<file path="config.mk">
export PLATFORM = sky130hd
export DESIGN_NAME = macroblock_block_sequencer_flat
export DESIGN_NICKNAME = d
export VERILOG_FILES = /design/src/rtl/macroblock_block_sequencer_pkg.sv /design/src/rtl/macroblock_block_sequencer_if.sv /design/src/rtl/macroblock_block_sequencer_dc_predictor_bank.sv /design/src/rtl/macroblock_block_sequencer.sv /design/src/flat_wrapper.sv
export SDC_FILE = /design/constraint.sdc
export NUM_CORES = 1
export LEC_CHECK = 0
export ABC_AREA = 1
export CAP_MARGIN = 15
export CORE_MARGIN = 2
export CORE_UTILIZATION = 55
export DETAILED_ROUTE_END_ITERATION = 10
export PLACE_DENSITY_LB_ADDON = 0.1
export SYNTH_ARGS = -nofsm -noshare
export SYNTH_HDL_FRONTEND = slang
export SYNTH_SLANG_ARGS = --single-unit
</file>
<file path="constraint.sdc">
create_clock -name clock -period 4.5 [get_ports clock]
set_input_delay 0.675 -clock clock [delete_from_list [all_inputs] [get_ports clock]]
set_output_delay 0.675 -clock clock [all_outputs]
set_load 0.02 [all_outputs]
</file>
<file path="src/rtl/macroblock_block_sequencer_pkg.sv">
// Shared types and constants for the macroblock block sequencer: FSM state
// encodings, DC predictor reset base and the block-to-component map.
package macroblock_block_sequencer_pkg;

    localparam int DC_WIDTH   = 12;
    localparam int NUM_BLOCKS = 6;

    localparam logic [DC_WIDTH-1:0] DC_RESET_BASE = 12'h080;

    localparam logic [2:0] FIRST_CHROMA_BLOCK = 3'd4;
    localparam logic [2:0] CB_BLOCK           = 3'd4;
    localparam logic [2:0] CR_BLOCK           = 3'd5;
    localparam logic [2:0] LAST_BLOCK         = 3'd5;
    localparam logic [5:0] CBP_ALL_CODED      = 6'h3F;

    typedef enum logic [2:0] {
        MB_SEQ_IDLE  = 3'd0,
        MB_SEQ_ISSUE = 3'd1,
        MB_SEQ_ARM   = 3'd2,
        MB_SEQ_WAIT  = 3'd3,
        MB_SEQ_DONE  = 3'd4
    } mb_seq_state_e;

    typedef enum logic [1:0] {
        COMP_Y  = 2'd0,
        COMP_CB = 2'd1,
        COMP_CR = 2'd2
    } dc_comp_e;

    function automatic dc_comp_e block_component(input logic [2:0] idx);
        dc_comp_e comp;
        case (idx)
            CB_BLOCK: comp = COMP_CB;
            CR_BLOCK: comp = COMP_CR;
            default:  comp = COMP_Y;
        endcase
        return comp;
    endfunction

    // 128 << precision: 0x080, 0x100, 0x200, 0x400.
    function automatic logic [DC_WIDTH-1:0] dc_reset_value(input logic [1:0] precision);
        return DC_RESET_BASE << precision;
    endfunction

endpackage

</file>
<file path="src/rtl/macroblock_block_sequencer_if.sv">
// Bundle of the macroblock-level and block-decoder handshake signals.
// Start_Macroblock_I and Start_Block_Decode_O are single-cycle pulses;
// Done_Block_Decode_I is a level that is high whenever the block decoder is idle.
interface macroblock_block_sequencer_if;
    import macroblock_block_sequencer_pkg::*;

    logic                Start_Macroblock_I;
    logic                Macroblock_Intra_I;
    logic [5:0]          Coded_Block_Pattern_I;
    logic [1:0]          Intra_DC_Precision_I;
    logic                Reset_DC_Predict_I;
    logic                Busy_O;
    logic                Done_Macroblock_O;
    logic                Start_Block_Decode_O;
    logic                Done_Block_Decode_I;
    logic                Pattern_Code_O;
    logic                Luma_Chroma_Sel_O;
    logic                Macroblock_Intra_O;
    logic [2:0]          Block_Index_O;
    logic [DC_WIDTH-1:0] DC_predict_O;
    logic [DC_WIDTH-1:0] New_DC_predict_I;
    logic                Update_DC_predict_I;
    mb_seq_state_e       State_O;

    modport slave (
        input  Start_Macroblock_I, Macroblock_Intra_I, Coded_Block_Pattern_I,
               Intra_DC_Precision_I, Reset_DC_Predict_I, Done_Block_Decode_I,
               New_DC_predict_I, Update_DC_predict_I,
        output Busy_O, Done_Macroblock_O, Start_Block_Decode_O, Pattern_Code_O,
               Luma_Chroma_Sel_O, Macroblock_Intra_O, Block_Index_O, DC_predict_O,
               State_O
    );

    modport master (
        output Start_Macroblock_I, Macroblock_Intra_I, Coded_Block_Pattern_I,
               Intra_DC_Precision_I, Reset_DC_Predict_I, Done_Block_Decode_I,
               New_DC_predict_I, Update_DC_predict_I,
        input  Busy_O, Done_Macroblock_O, Start_Block_Decode_O, Pattern_Code_O,
               Luma_Chroma_Sel_O, Macroblock_Intra_O, Block_Index_O, DC_predict_O,
               State_O
    );

endinterface

</file>
<file path="src/rtl/macroblock_block_sequencer_dc_predictor_bank.sv">
// Y/Cb/Cr DC predictor registers with bulk reset, per-component update and
// a combinational read mux selected by the current block index.
module dc_predictor_bank
    import macroblock_block_sequencer_pkg::*;
(
    input  logic                clock,
    input  logic                reset,
    input  logic [2:0]          block_index_i,
    input  logic [1:0]          precision_i,
    input  logic                reset_all_i,
    input  logic                update_i,
    input  logic [DC_WIDTH-1:0] new_dc_i,
    output logic [DC_WIDTH-1:0] dc_predict_o
);

    logic [DC_WIDTH-1:0] y_q, y_d;
    logic [DC_WIDTH-1:0] cb_q, cb_d;
    logic [DC_WIDTH-1:0] cr_q, cr_d;

    // Bulk reset wins over an update landing on the same edge.
    always_comb begin
        y_d  = y_q;
        cb_d = cb_q;
        cr_d = cr_q;
        if (reset_all_i) begin
            y_d  = dc_reset_value(precision_i);
            cb_d = dc_reset_value(precision_i);
            cr_d = dc_reset_value(precision_i);
        end else if (update_i) begin
            case (block_component(block_index_i))
                COMP_CB: cb_d = new_dc_i;
                COMP_CR: cr_d = new_dc_i;
                default: y_d  = new_dc_i;
            endcase
        end
    end

    always_ff @(posedge clock) begin
        if (reset) begin
            y_q  <= DC_RESET_BASE;
            cb_q <= DC_RESET_BASE;
            cr_q <= DC_RESET_BASE;
        end else begin
            y_q  <= y_d;
            cb_q <= cb_d;
            cr_q <= cr_d;
        end
    end

    always_comb begin
        case (block_component(block_index_i))
            COMP_CB: dc_predict_o = cb_q;
            COMP_CR: dc_predict_o = cr_q;
            default: dc_predict_o = y_q;
        endcase
    end

endmodule

</file>
<file path="src/rtl/macroblock_block_sequencer.sv">
// Walks the six 4:2:0 blocks of a macroblock, handing each to the block
// decoder with a start pulse and waiting for it to return to idle.
module macroblock_block_sequencer
    import macroblock_block_sequencer_pkg::*;
(
    input  logic                        clock,
    input  logic                        reset,
    macroblock_block_sequencer_if.slave bus
);

    mb_seq_state_e state_q, state_d;
    logic [2:0]    index_q, index_d;
    logic [5:0]    cbp_q, cbp_d;
    logic          intra_q, intra_d;
    logic          start_accept;
    logic          reset_all;

    assign start_accept = (state_q == MB_SEQ_IDLE) && bus.Start_Macroblock_I;
    // Non-intra macroblocks restart DC prediction from the precision value.
    assign reset_all    = bus.Reset_DC_Predict_I || (start_accept && !bus.Macroblock_Intra_I);

    always_ff @(posedge clock) begin
        if (reset) begin
            state_q <= MB_SEQ_IDLE;
            index_q <= 3'd0;
            cbp_q   <= 6'd0;
            intra_q <= 1'b0;
        end else begin
            state_q <= state_d;
            index_q <= index_d;
            cbp_q   <= cbp_d;
            intra_q <= intra_d;
        end
    end

    always_comb begin
        state_d = state_q;
        index_d = index_q;
        cbp_d   = cbp_q;
        intra_d = intra_q;
        case (state_q)
            MB_SEQ_IDLE: begin
                if (bus.Start_Macroblock_I) begin
                    cbp_d   = bus.Macroblock_Intra_I ? CBP_ALL_CODED : bus.Coded_Block_Pattern_I;
                    intra_d = bus.Macroblock_Intra_I;
                    index_d = 3'd0;
                    state_d = MB_SEQ_ISSUE;
                end
            end
            MB_SEQ_ISSUE: state_d = MB_SEQ_ARM;
            // Done is still high from the decoder's previous idle period here.
            MB_SEQ_ARM:   state_d = MB_SEQ_WAIT;
            MB_SEQ_WAIT: begin
                if (bus.Done_Block_Decode_I) begin
                    if (index_q == LAST_BLOCK) begin
                        state_d = MB_SEQ_DONE;
                    end else begin
                        index_d = index_q + 3'd1;
                        state_d = MB_SEQ_ISSUE;
                    end
                end
            end
            MB_SEQ_DONE:  state_d = MB_SEQ_IDLE;
            default:      state_d = MB_SEQ_IDLE;
        endcase
    end

    assign bus.Busy_O               = (state_q == MB_SEQ_ISSUE) || (state_q == MB_SEQ_ARM) ||
                                      (state_q == MB_SEQ_WAIT);
    assign bus.Done_Macroblock_O    = (state_q == MB_SEQ_DONE);
    assign bus.Start_Block_Decode_O = (state_q == MB_SEQ_ISSUE);
    assign bus.Pattern_Code_O       = cbp_q[LAST_BLOCK - index_q];
    assign bus.Luma_Chroma_Sel_O    = (index_q >= FIRST_CHROMA_BLOCK);
    assign bus.Macroblock_Intra_O   = intra_q;
    assign bus.Block_Index_O        = index_q;
    assign bus.State_O              = state_q;

    dc_predictor_bank u_dc_bank (
        .clock         (clock),
        .reset         (reset),
        .block_index_i (index_q),
        .precision_i   (bus.Intra_DC_Precision_I),
        .reset_all_i   (reset_all),
        .update_i      (bus.Update_DC_predict_I),
        .new_dc_i      (bus.New_DC_predict_I),
        .dc_predict_o  (bus.DC_predict_O)
    );

endmodule
</file>
<file path="src/flat_wrapper.sv">
// flat-port wrapper written by rule: the top's interface ports become plain ports
module macroblock_block_sequencer_flat import macroblock_block_sequencer_pkg::*;
  (clock, reset, bus_Start_Macroblock_I, bus_Macroblock_Intra_I, bus_Coded_Block_Pattern_I, bus_Intra_DC_Precision_I, bus_Reset_DC_Predict_I, bus_Done_Block_Decode_I, bus_New_DC_predict_I, bus_Update_DC_predict_I, bus_Busy_O, bus_Done_Macroblock_O, bus_Start_Block_Decode_O, bus_Pattern_Code_O, bus_Luma_Chroma_Sel_O, bus_Macroblock_Intra_O, bus_Block_Index_O, bus_DC_predict_O, bus_State_O);
  macroblock_block_sequencer_if bus_i ();
  input  logic clock;
  input  logic reset;
  input wire logic [$bits(bus_i.Start_Macroblock_I)-1:0] bus_Start_Macroblock_I;
  input wire logic [$bits(bus_i.Macroblock_Intra_I)-1:0] bus_Macroblock_Intra_I;
  input wire logic [$bits(bus_i.Coded_Block_Pattern_I)-1:0] bus_Coded_Block_Pattern_I;
  input wire logic [$bits(bus_i.Intra_DC_Precision_I)-1:0] bus_Intra_DC_Precision_I;
  input wire logic [$bits(bus_i.Reset_DC_Predict_I)-1:0] bus_Reset_DC_Predict_I;
  input wire logic [$bits(bus_i.Done_Block_Decode_I)-1:0] bus_Done_Block_Decode_I;
  input wire logic [$bits(bus_i.New_DC_predict_I)-1:0] bus_New_DC_predict_I;
  input wire logic [$bits(bus_i.Update_DC_predict_I)-1:0] bus_Update_DC_predict_I;
  output wire logic [$bits(bus_i.Busy_O)-1:0] bus_Busy_O;
  output wire logic [$bits(bus_i.Done_Macroblock_O)-1:0] bus_Done_Macroblock_O;
  output wire logic [$bits(bus_i.Start_Block_Decode_O)-1:0] bus_Start_Block_Decode_O;
  output wire logic [$bits(bus_i.Pattern_Code_O)-1:0] bus_Pattern_Code_O;
  output wire logic [$bits(bus_i.Luma_Chroma_Sel_O)-1:0] bus_Luma_Chroma_Sel_O;
  output wire logic [$bits(bus_i.Macroblock_Intra_O)-1:0] bus_Macroblock_Intra_O;
  output wire logic [$bits(bus_i.Block_Index_O)-1:0] bus_Block_Index_O;
  output wire logic [$bits(bus_i.DC_predict_O)-1:0] bus_DC_predict_O;
  output wire logic [$bits(bus_i.State_O)-1:0] bus_State_O;
  assign bus_i.Start_Macroblock_I = bus_Start_Macroblock_I;
  assign bus_i.Macroblock_Intra_I = bus_Macroblock_Intra_I;
  assign bus_i.Coded_Block_Pattern_I = bus_Coded_Block_Pattern_I;
  assign bus_i.Intra_DC_Precision_I = bus_Intra_DC_Precision_I;
  assign bus_i.Reset_DC_Predict_I = bus_Reset_DC_Predict_I;
  assign bus_i.Done_Block_Decode_I = bus_Done_Block_Decode_I;
  assign bus_i.New_DC_predict_I = bus_New_DC_predict_I;
  assign bus_i.Update_DC_predict_I = bus_Update_DC_predict_I;
  assign bus_Busy_O = bus_i.Busy_O;
  assign bus_Done_Macroblock_O = bus_i.Done_Macroblock_O;
  assign bus_Start_Block_Decode_O = bus_i.Start_Block_Decode_O;
  assign bus_Pattern_Code_O = bus_i.Pattern_Code_O;
  assign bus_Luma_Chroma_Sel_O = bus_i.Luma_Chroma_Sel_O;
  assign bus_Macroblock_Intra_O = bus_i.Macroblock_Intra_O;
  assign bus_Block_Index_O = bus_i.Block_Index_O;
  assign bus_DC_predict_O = bus_i.DC_predict_O;
  assign bus_State_O = bus_i.State_O;
  macroblock_block_sequencer u_core (.clock(clock), .reset(reset), .bus(bus_i));
endmodule
</file>
==> impl_metrics.env <==
export IMPL_layout_min_cycle_time_ns=3.17
export IMPL_cts_sinks=49
export IMPL_max_cap_violations=0
export IMPL_syn_num_nets=386
export IMPL_slew_headroom_pct=56.6
export IMPL_hold_viol=0
export IMPL_drc=0
export IMPL_final_setup_tns_ns=0
export IMPL_grt_pass1_wl_um=10800
export IMPL_coreArea_um2=4380
export IMPL_grt_util_all_layers_pct=26.2
export IMPL_tritoncts="built"
export IMPL_ys_types=27
export IMPL_wl_um=6490
export IMPL_syn_avg_cell_area_um2=7.08
export IMPL_pwr_share_seq_pct=47.5
export IMPL_place_congestion=0.822
export IMPL_grt_ovfl_total=0
export IMPL_critPathKind="reg -> out"
export IMPL_rsz0062_at_grt="no"
export IMPL_dr_total_vias=2596
export IMPL_power_density_nw_per_um2=319
export IMPL_port_buffers=50
export IMPL_worst_slew_pin_slew_ns=0.650
export IMPL_crit_arrival_ns=2.49
export IMPL_cp_cell_sequence="inv_1 -> ha_1 -> inv_2 -> nor2_4 -> nand2_1 -> o221ai_1 -> clkdlybuf4s50_1"
export IMPL_layout_drive_gt1_share_pct=6.85
export IMPL_synth_area_leaders="dfxtp_1 39%, nand4_1 15%, nand2_1 12%, a21oi_1 8.5%, inv_1 5.1%"
export IMPL_status="finished clean"
export IMPL_vias_per_cell=5.82
export IMPL_detail_route_antenna_nets=0
export IMPL_synth_top_area_share_pct=38.8
export IMPL_worstSkewPairLatency_ns=0.30
export IMPL_clk_pin_slew_ns=0.09
export IMPL_clkPwrFrac_pct=32.9
export IMPL_cts_resized_gates=0
export IMPL_htree_levels=2
export IMPL_leakagePower_uw=0.00123
export IMPL_fin_skew_ns=0.0104
export IMPL_synth_area_um2=2530
export IMPL_yosysTopAreaCell="dfxtp_1"
export IMPL_setup_viol=0
export IMPL_avgRoutedWirePerCell_um=14.5
export IMPL_place_hpwl_um=4170
export IMPL_initial_core_util_pct=57.6
export IMPL_clk_path_buf_depth=2
export IMPL_syn_inst=357
export IMPL_crit_required_ns=3.83
export IMPL_root_buffer="clkbuf_8"
export IMPL_sw_frac_of_total_pct=27.8
export IMPL_die_area_um2=5150
export IMPL_p_sw_uw=276
export IMPL_ios=51
export IMPL_slowest_delay_ns=0.64
export IMPL_cp_slowest_cell="clkdlybuf4s50_1"
export IMPL_p_comb_share_pct=19.5
export IMPL_fin_crit_sh_pct=70.4
export IMPL_drt_iter0_drc=145
export IMPL_cts_hold_buf=0
export IMPL_finalMaxSlewViolations=0
export IMPL_syn_to_final_growth_pct=23.2
export IMPL_cp_start_kind="flip-flop"
export IMPL_grt_pass1_vias=2358
export IMPL_fin_nets=422
export IMPL_hold_path_class="reg -> reg"
export IMPL_grt_max_degree=46
export IMPL_yosys_warnings=0
export IMPL_crit_buf_inv=3
export IMPL_antenna_found_initial=0
export IMPL_crit_family="buffers and inverters"
export IMPL_die_w_um=71.8
export IMPL_clock_fmax_ghz=0.316
export IMPL_setup_worst_path_end_class="output port"
export IMPL_vdd_drop_max_mv=0.182
export IMPL_ys_ff_latch=49
export IMPL_diodes=0
export IMPL_post_cts_buffers=0
export IMPL_fp_dieH_um=71.8
export IMPL_ys_seq_area_share_pct=38.8
export IMPL_final_core_util_pct=71.0
export IMPL_drtPass1Iterations=5
export IMPL_cts_made_buffers=5
export IMPL_crit_fanout=14
export IMPL_rows=24
export IMPL_p_int_uw=717
[power by group through the flow]
stage	sequential (uW)	clock, uW	combinational [uW]
floorplan	483	0	115
global placement	481	0	189
detailed placement	482	0	192
CTS	472	327	193
global route	475	341	214
finish	472	327	194
[cells in the mapped netlist]
cell type,n
a31oi_1,1
clkbuf_1,9
nand4_4,1
nor2_2,1
inv_1,34
dfxtp_1,49
nor2_1,12
xnor2_1,1
buf_2,10
o21ai_0,13
ha_1,2
nand2_2,2
inv_2,6
nand3_1,13
a21oi_2,1
o211ai_1,1
nand3b_1,3
buf_6,2
nand4_1,61
nand2_1,78
o221ai_1,3
nor3_1,2
nand2_4,1
or2_2,2
buf_1,3
nor2_4,3
a21oi_1,43
[logic make-up (layout without fill, tap and decap cells)]
| kind of cell | count (synthesis) | after routing | synth area share, % |
|---|---|---|---|
| XOR/XNOR | 1 | 1 | 0.347 |
| buffers and inverters | 64 | 101 | 10.6 |
| flip-flops | 49 | 49 | 38.8 |
| AO/OA/AOI/OAI | 62 | 62 | 13.0 |
| AND/OR/NAND/NOR | 179 | 179 | 36.2 |
| adder cells (fa/ha/maj) | 2 | 2 | 0.990 |
[registers in the layout, summed over array words and instances, names as in the netlist]
register                       count
u_core.u_dc_bank.cr_q             12
u_core.cbp_q                       6
u_core.u_dc_bank.cb_q             12
u_core.bus.Block_Index_O           3
u_core.bus.Macroblock_Intra_O      1
u_core.bus.State_O                 3
u_core.u_dc_bank.y_q              12
[per-layer routing]
layer	routed length (um)	global-route usage (%)
met1	2810	34.3
met2	3140	44.3
met3	463	4.08
met4	75	8.18
met5	0	0
[worst reg2reg max path, cell delays in order (launching register included)]
cell     delay [ns]
dfxtp_1        0.35
inv_1          0.11
ha_1           0.37
inv_2          0.19
nor2_4         0.35
nand2_2        0.30
inv_2          0.25
nand4_1        0.11
a21oi_1        0.16
[stage by stage]
step | setup slack (ns) | hold WS [ns] | total power (uW) | instances | area, um2
5_1_grt | 1.18 | 0.488 | 1030 | 446 | 3110
3_3_place_gp | 1.75 | 0.432 | 671 | 438 | 3000
6_report | 1.33 | 0.456 | 993 | 446 | 3110
2_1_floorplan | 2.28 | 0.420 | 598 | 357 | 2530
4_1_cts | 1.34 | 0.456 | 992 | 446 | 3110
3_5_place_dp | 1.68 | 0.441 | 674 | 438 | 3000
[layout by cell type, fill, tap and decap left out, types with 3 or more instances in the layout]
cell,Yosys,final
inv_1,34,34
o21ai_0,13,13
nor2_1,12,12
nand4_1,61,61
inv_2,6,6
nor2_4,3,3
nand3_1,13,13
dfxtp_1,49,49
buf_4,0,3
o221ai_1,3,3
clkbuf_8,0,6
a21oi_1,43,43
clkdlybuf4s50_1,0,50
nand3b_1,3,3
nand2_1,78,78
[worst paths after layout]
kind,start,end,slack [ns],depth (start not counted)
setup reg to reg,u_core.bus.Block_Index_O[1],u_core.u_dc_bank.cb_q[0],2.27,8
hold reg to reg,u_core.bus.Macroblock_Intra_O,u_core.bus.Macroblock_Intra_O,0.46,2
hold / removal,u_core.bus.Macroblock_Intra_O,u_core.bus.Macroblock_Intra_O,0.46,2
setup / recovery,u_core.bus.Block_Index_O[1],bus_DC_predict_O[8],1.33,7
[layout make-up]
class / instances / area, um2
clock inverter: 1 / 30.0
clock buffer: 7 / 86.3
tap: 52 / 65.1
sequential: 49 / 981
multi-input combinational: 244 / 1280
inverter: 40 / 150
timing repair buffer: 53 / 523
fill: 379 / 1270
Note: power is estimated with default switching activity, not from simulation.
==> edit 1: new RTL, config.mk and constraints unchanged <==
`DC_WIDTH`: 12 -> 10.
--- a/src/rtl/macroblock_block_sequencer_pkg.sv
+++ b/src/rtl/macroblock_block_sequencer_pkg.sv
@@ -2,7 +2,7 @@
 // encodings, DC predictor reset base and the block-to-component map.
 package macroblock_block_sequencer_pkg;
 
-    localparam int DC_WIDTH   = 12;
+    localparam int DC_WIDTH   = 10;
     localparam int NUM_BLOCKS = 6;
 
     localparam logic [DC_WIDTH-1:0] DC_RESET_BASE = 12'h080;
Interface: changed (resized bus_DC_predict_O and bus_New_DC_predict_I); port bits go from 51 to 47. The function was not compared with the original's and may differ.
==> edit 1 against the unedited design <==
Fmax rose by 3.5%. Final area shrank 11%. Worst setup slack improved by 110 ps. Combinational power rose by 9%. Routed wire length is 16% lower. Non-clock buffer count is 6 lower. Synthesized area down 11%. Sequential cell count decreased by 6. First-iteration DRC count shrank 20%. Global-route usage decreased by 1.7 points. Total power decreased by 11%. Critical path type unchanged. Largest cell class unchanged. Highest routed layer unchanged.
==> edit 1: results <==
{
  "gp_congestion": 0.792,
  "post-place-cells": 389,
  "top_regs": "u_core.u_dc_bank.cb_q x10, u_core.u_dc_bank.cr_q x10, u_core.u_dc_bank.y_q x10",
  "finClkSkew_ps": 6.89,
  "synth_mux_area_share_pct": 0,
  "grt_pass1_vias": 1842,
  "fin_crit_ps": 3060,
  "synth_nets": 338,
  "nets": 373,
  "io_buffer_count": 46,
  "drt_iter0_markers": 116,
  "synth_cells": 311,
  "ctsResizeCount": 0,
  "hp-class": "flip-flop to flip-flop",
  "max_slew.worst_pin.slew_ps": 845,
  "ys_warn_count": 0,
  "rr_endpoint": "u_core.u_dc_bank.cb_q[1]",
  "hp-start": "u_core.cbp_q[3]",
  "hpwl_um": 3590,
  "ys_types": 31,
  "synth_xor_area_share_pct": 0.388,
  "synth.area.top_cells": "dfxtp_1, nand4_1, nand2_1, a21oi_1, inv_1",
  "grt_usage_pct": 24.5,
  "synthArstFlopShare_pct": 0,
  "cts_buffer_depth": 2,
  "yosys.area_share.adder_pct": 1.11,
  "grt_pass1_wl_um": 8630,
  "seq_area_frac_synth_pct": 38.1,
  "ir_drop_mv": 0.194,
  "r2r_start": "u_core.bus.Block_Index_O[1]",
  "drive_gt1_share_pct": 9.80,
  "synth_compound_area_share_pct": 13.6,
  "leakagePower_nw": 1.11,
  "hold_depth": 2,
  "synth_common_cells": "nand2_1, nand4_1, dfxtp_1",
  "antenna_found_initial": 0,
  "grt_start_max_net_pins": 63,
  "postPlaceCellArea_mm2": 0.00268,
  "cts_buffers": 5,
  "crit_fanout": 12,
  "status": "finished clean",
  "clkTransAtPathRegs_ps": 90,
  "post-place-ws_ps": 1780,
  "p_sw_share_pct": 31.8,
  "synth_ff_type": "dfxtp_1",
  "h-tree-depth": 2,
  "arrival_ps": 2380,
  "vias": 2197,
  "r2r_cells": 8,
  "hold_end": "u_core.cbp_q[3]",
  "drtPass1Iterations": 4,
  "via_per_inst": 5.53,
  "r2r_setup_slack_ps": 2390,
  "wl_per_cell_um": 13.8,
  "diodes": 0
}
edit 1: cell count changes in the layout (fill, tap and decap cells not counted), moves of 5 or more:
cell	before	now
nand2_1	78	65
a21oi_1	43	33
inv_1	34	28
nand4_1	61	51
nor2_1	12	7
dfxtp_1	49	43
edit 1: area by class of cell:
type | count | area [µm²]
tap | 50 | 62.6
timing repair buffer | 47 | 468
clock inverter | 2 | 12.5
multi-input combinational | 213 | 1160
inverter | 36 | 135
sequential | 43 | 861
clock buffer | 6 | 72.6
fill | 359 | 1200
edit 1: through the flow:
step | hold WS, ps | util, %
floorplan | 420 | -
global placement | 435 | 67.6
detailed placement | 441 | 67.6
CTS | 454 | 69.7
global route | 467 | 69.7
finish | 449 | 69.7
edit 1: how the worst max path moves through the flow:
stage                                to  cells after the start                        start
floorplan           bus_DC_predict_O[8]                      7  u_core.bus.Block_Index_O[1]
global placement    bus_DC_predict_O[9]                      7  u_core.bus.Block_Index_O[1]
detailed placement  bus_DC_predict_O[8]                      7  u_core.bus.Block_Index_O[1]
CTS                 bus_DC_predict_O[9]                      7  u_core.bus.Block_Index_O[1]
global route        bus_DC_predict_O[3]                      7  u_core.bus.Block_Index_O[1]
finish              bus_DC_predict_O[8]                      7  u_core.bus.Block_Index_O[1]
edit 1: kinds of logic after synthesis:
family	after synthesis
XOR/XNOR	1
flip-flops	43
AO/OA/AOI/OAI	55
adder cells (fa/ha/maj)	2
AND/OR/NAND/NOR	155
buffers and inverters	55
edit 1: critical path: stages (launching register included):
cell and delay [ps]:
dfxtp_1 340, inv_1 110, ha_1 340, inv_2 170, nor2_4 300, nand2_1 90
o221ai_1 90, clkdlybuf4s50_1 630
edit 1: power by group through the flow:
stage | sequential (mW) | clock, mW | combinational [mW]
4_1_cts | 0.422 | 0.250 | 0.212
6_report | 0.422 | 0.246 | 0.211
3_5_place_dp | 0.431 | 0 | 0.212
5_1_grt | 0.425 | 0.262 | 0.233
3_3_place_gp | 0.430 | 0 | 0.209
2_1_floorplan | 0.435 | 0 | 0.128
edit 1: per-layer routing:
layer / vias up / global-route usage [%] / share of wire, %
li1: 1143 / - / -
met1: 999 / 32.1 / 47
met2: 47 / 40.9 / 48
met3: 8 / 3.95 / 4.2
met4: 0 / 8.25 / 1.3
met5: - / 0 / 0
==> edit 2: new RTL, config.mk and constraints unchanged <==
Without the edit above. Make the reset (`reset`) asynchronous in 2 clocked blocks.
--- a/src/rtl/macroblock_block_sequencer_dc_predictor_bank.sv
+++ b/src/rtl/macroblock_block_sequencer_dc_predictor_bank.sv
@@ -35,7 +35,7 @@
         end
     end
 
-    always_ff @(posedge clock) begin
+    always_ff @(posedge clock or posedge reset) begin
         if (reset) begin
             y_q  <= DC_RESET_BASE;
             cb_q <= DC_RESET_BASE;
--- a/src/rtl/macroblock_block_sequencer.sv
+++ b/src/rtl/macroblock_block_sequencer.sv
@@ -19,7 +19,7 @@
     // Non-intra macroblocks restart DC prediction from the precision value.
     assign reset_all    = bus.Reset_DC_Predict_I || (start_accept && !bus.Macroblock_Intra_I);
 
-    always_ff @(posedge clock) begin
+    always_ff @(posedge clock or posedge reset) begin
         if (reset) begin
             state_q <= MB_SEQ_IDLE;
             index_q <= 3'd0;
Behaviour: differs if reset is asserted again (counterexample within 4 cycles, from zero or initial values and one cycle with reset high); with reset held inactive, the same outputs for 10 cycles.
==> edit 2 against the unedited design <==
Final area increased by 1.2%. Die area increased by 2.5%. Synthesized area increased by 2.6%. Routed wire length down 12%. Sequential cell count is the same. Worst setup slack got worse by 170 ps. Largest cell class is now sequential cells.
Power is not compared: it rests on default switching activity, and its combinational part moved more than twofold at a synthesized area within 25%.
==> edit 2: results <==
{
  "postPlaceCellArea_mm2": 0.00307,
  "antenna_found_initial": 0,
  "grt_pass1_vias": 2111,
  "end_kind": "output port",
  "post-place-ws_ps": 1490,
  "finClkSkew_ps": 8.18,
  "io_buffer_count": 50,
  "hold_viol": 0,
  "synth_nets": 371,
  "nets": 417,
  "post_cts_buffers": 0,
  "startpoint_type": "flip-flop",
  "num-fill-cells": 400,
  "drtPass1Iterations": 4,
  "drt_iter0_markers": 159,
  "synth_xor_area_share_pct": 0.338,
  "gp_congestion": 0.873,
  "clockRootBuffer": "clkbuf_8",
  "r2r_start": "u_core.bus.Block_Index_O[1]",
  "via_per_inst": 5.15,
  "cts_buffers": 5,
  "synth_mux_area_share_pct": 0,
  "cts_buffer_depth": 2,
  "drive_gt1_share_pct": 7.71,
  "synth.area.top_cells": "dfrtp_1, nand2_1, nand3_1, inv_1, dfstp_2",
  "hp-class": "flip-flop to flip-flop",
  "h-tree-depth": 2,
  "crit_fanout": 15,
  "top_regs": "u_core.u_dc_bank.cb_q x12, u_core.u_dc_bank.cr_q x12, u_core.u_dc_bank.y_q x12",
  "synth_common_cells": "nand2_1, dfrtp_1, nand3_1",
  "ys_warn_count": 0,
  "ir_drop_mv": 0.302,
  "r2r_setup_slack_ps": 1800,
  "status": "finished clean",
  "synth_ff_type": "dfrtp_1",
  "grt_usage_pct": 23.8,
  "synth_compound_area_share_pct": 3.72,
  "grt_pass1_wl_um": 9560,
  "hp-start": "u_core.u_dc_bank.cr_q[3]",
  "leakagePower_nw": 1.64,
  "finalWorstSetupSlack_ps": 1170,
  "yosys.area_share.adder_pct": 0.965,
  "slew_headroom_pct": 59.3,
  "seq_area_frac_synth_pct": 47.4,
  "ys_types": 24,
  "synthArstFlopShare_pct": 100,
  "clk_latency_ps": 300,
  "grt_start_max_net_pins": 50,
  "wl_per_cell_um": 13.0,
  "hpwl_um": 3880
}
-- edit 2: cell count changes after synthesis, sizes merged, moves of 5 or more --
| cell | before | now |
|---|---|---|
| nand2 | 81 | 165 |
| nand4 | 62 | 1 |
| dfxtp | 49 | 0 |
| dfrtp | 0 | 46 |
| a21oi | 44 | 3 |
| nand3 | 13 | 34 |
| nor2 | 16 | 24 |
| buf | 15 | 9 |
| inv | 40 | 34 |
| clkbuf | 9 | 4 |
-- edit 2: area by class of cell --
class / count / area share, %
sequential: 49 / 39.0
multi-input combinational: 246 / 36.0
timing repair buffer: 52 / 16.4
inverter: 34 / 4.05
clock buffer: 8 / 2.54
tap: 52 / 2.06
-- edit 2: stage by stage --
stage / hold WS, ps / std cells / power [mW]
after floorplan: 442 / 342 / 1.00
after global placement: 453 / 433 / 1.22
after detailed placement: 459 / 433 / 1.23
after CTS: 478 / 441 / 1.48
after global routing: 484 / 441 / 1.57
final: 477 / 441 / 1.48
-- edit 2: routing by layer --
| layer | track usage (%) | up-vias | wire length (µm) | share of wire (%) |
|---|---|---|---|---|
| met5 | 0 | - | 0 | 0 |
| met4 | 8.44 | 0 | 76 | 1.3 |
| met3 | 4.97 | 7 | 413 | 7.2 |
| met2 | 37.7 | 72 | 2640 | 46 |
| met1 | 32.7 | 1046 | 2590 | 45 |
| li1 | - | 1146 | - | - |
-- edit 2: cell families after synthesis --
| family | after synthesis |
|---|---|
| fa+ha+maj | 2 |
| compound gates | 17 |
| buf+inv | 47 |
| flops | 49 |
| simple gates | 226 |
| xor+xnor | 1 |
-- edit 2: path summary, 6_finish.rpt --
check,cells past startpoint,end
worst min register to register,2,u_core.u_dc_bank.cr_q[3]
worst max-delay path,8,bus_DC_predict_O[4]
min in group asynchronous,3,u_core.cbp_q[2]
worst min-delay path,2,u_core.u_dc_bank.cr_q[3]
max in group asynchronous,3,u_core.u_dc_bank.cb_q[9]
worst max register to register,10,u_core.u_dc_bank.cb_q[7]
-- edit 2: where the power goes --
part / leakage (nW) / switching [mW] / internal [mW]
sequential: 0.609 / 0.0738 / 0.541
combinational: 0.989 / 0.355 / 0.255
clock: 0.0395 / 0.140 / 0.111
total: 1.64 / 0.569 / 0.907
-- edit 2: critical path, stage by stage (launching register included) --
cell and delay (ps):
dfrtp_1 410, inv_1 120, ha_1 180, inv_1 230, nor2_1 450, buf_4 250, nand2_1 60, nand3_1 60
clkdlybuf4s50_1 600
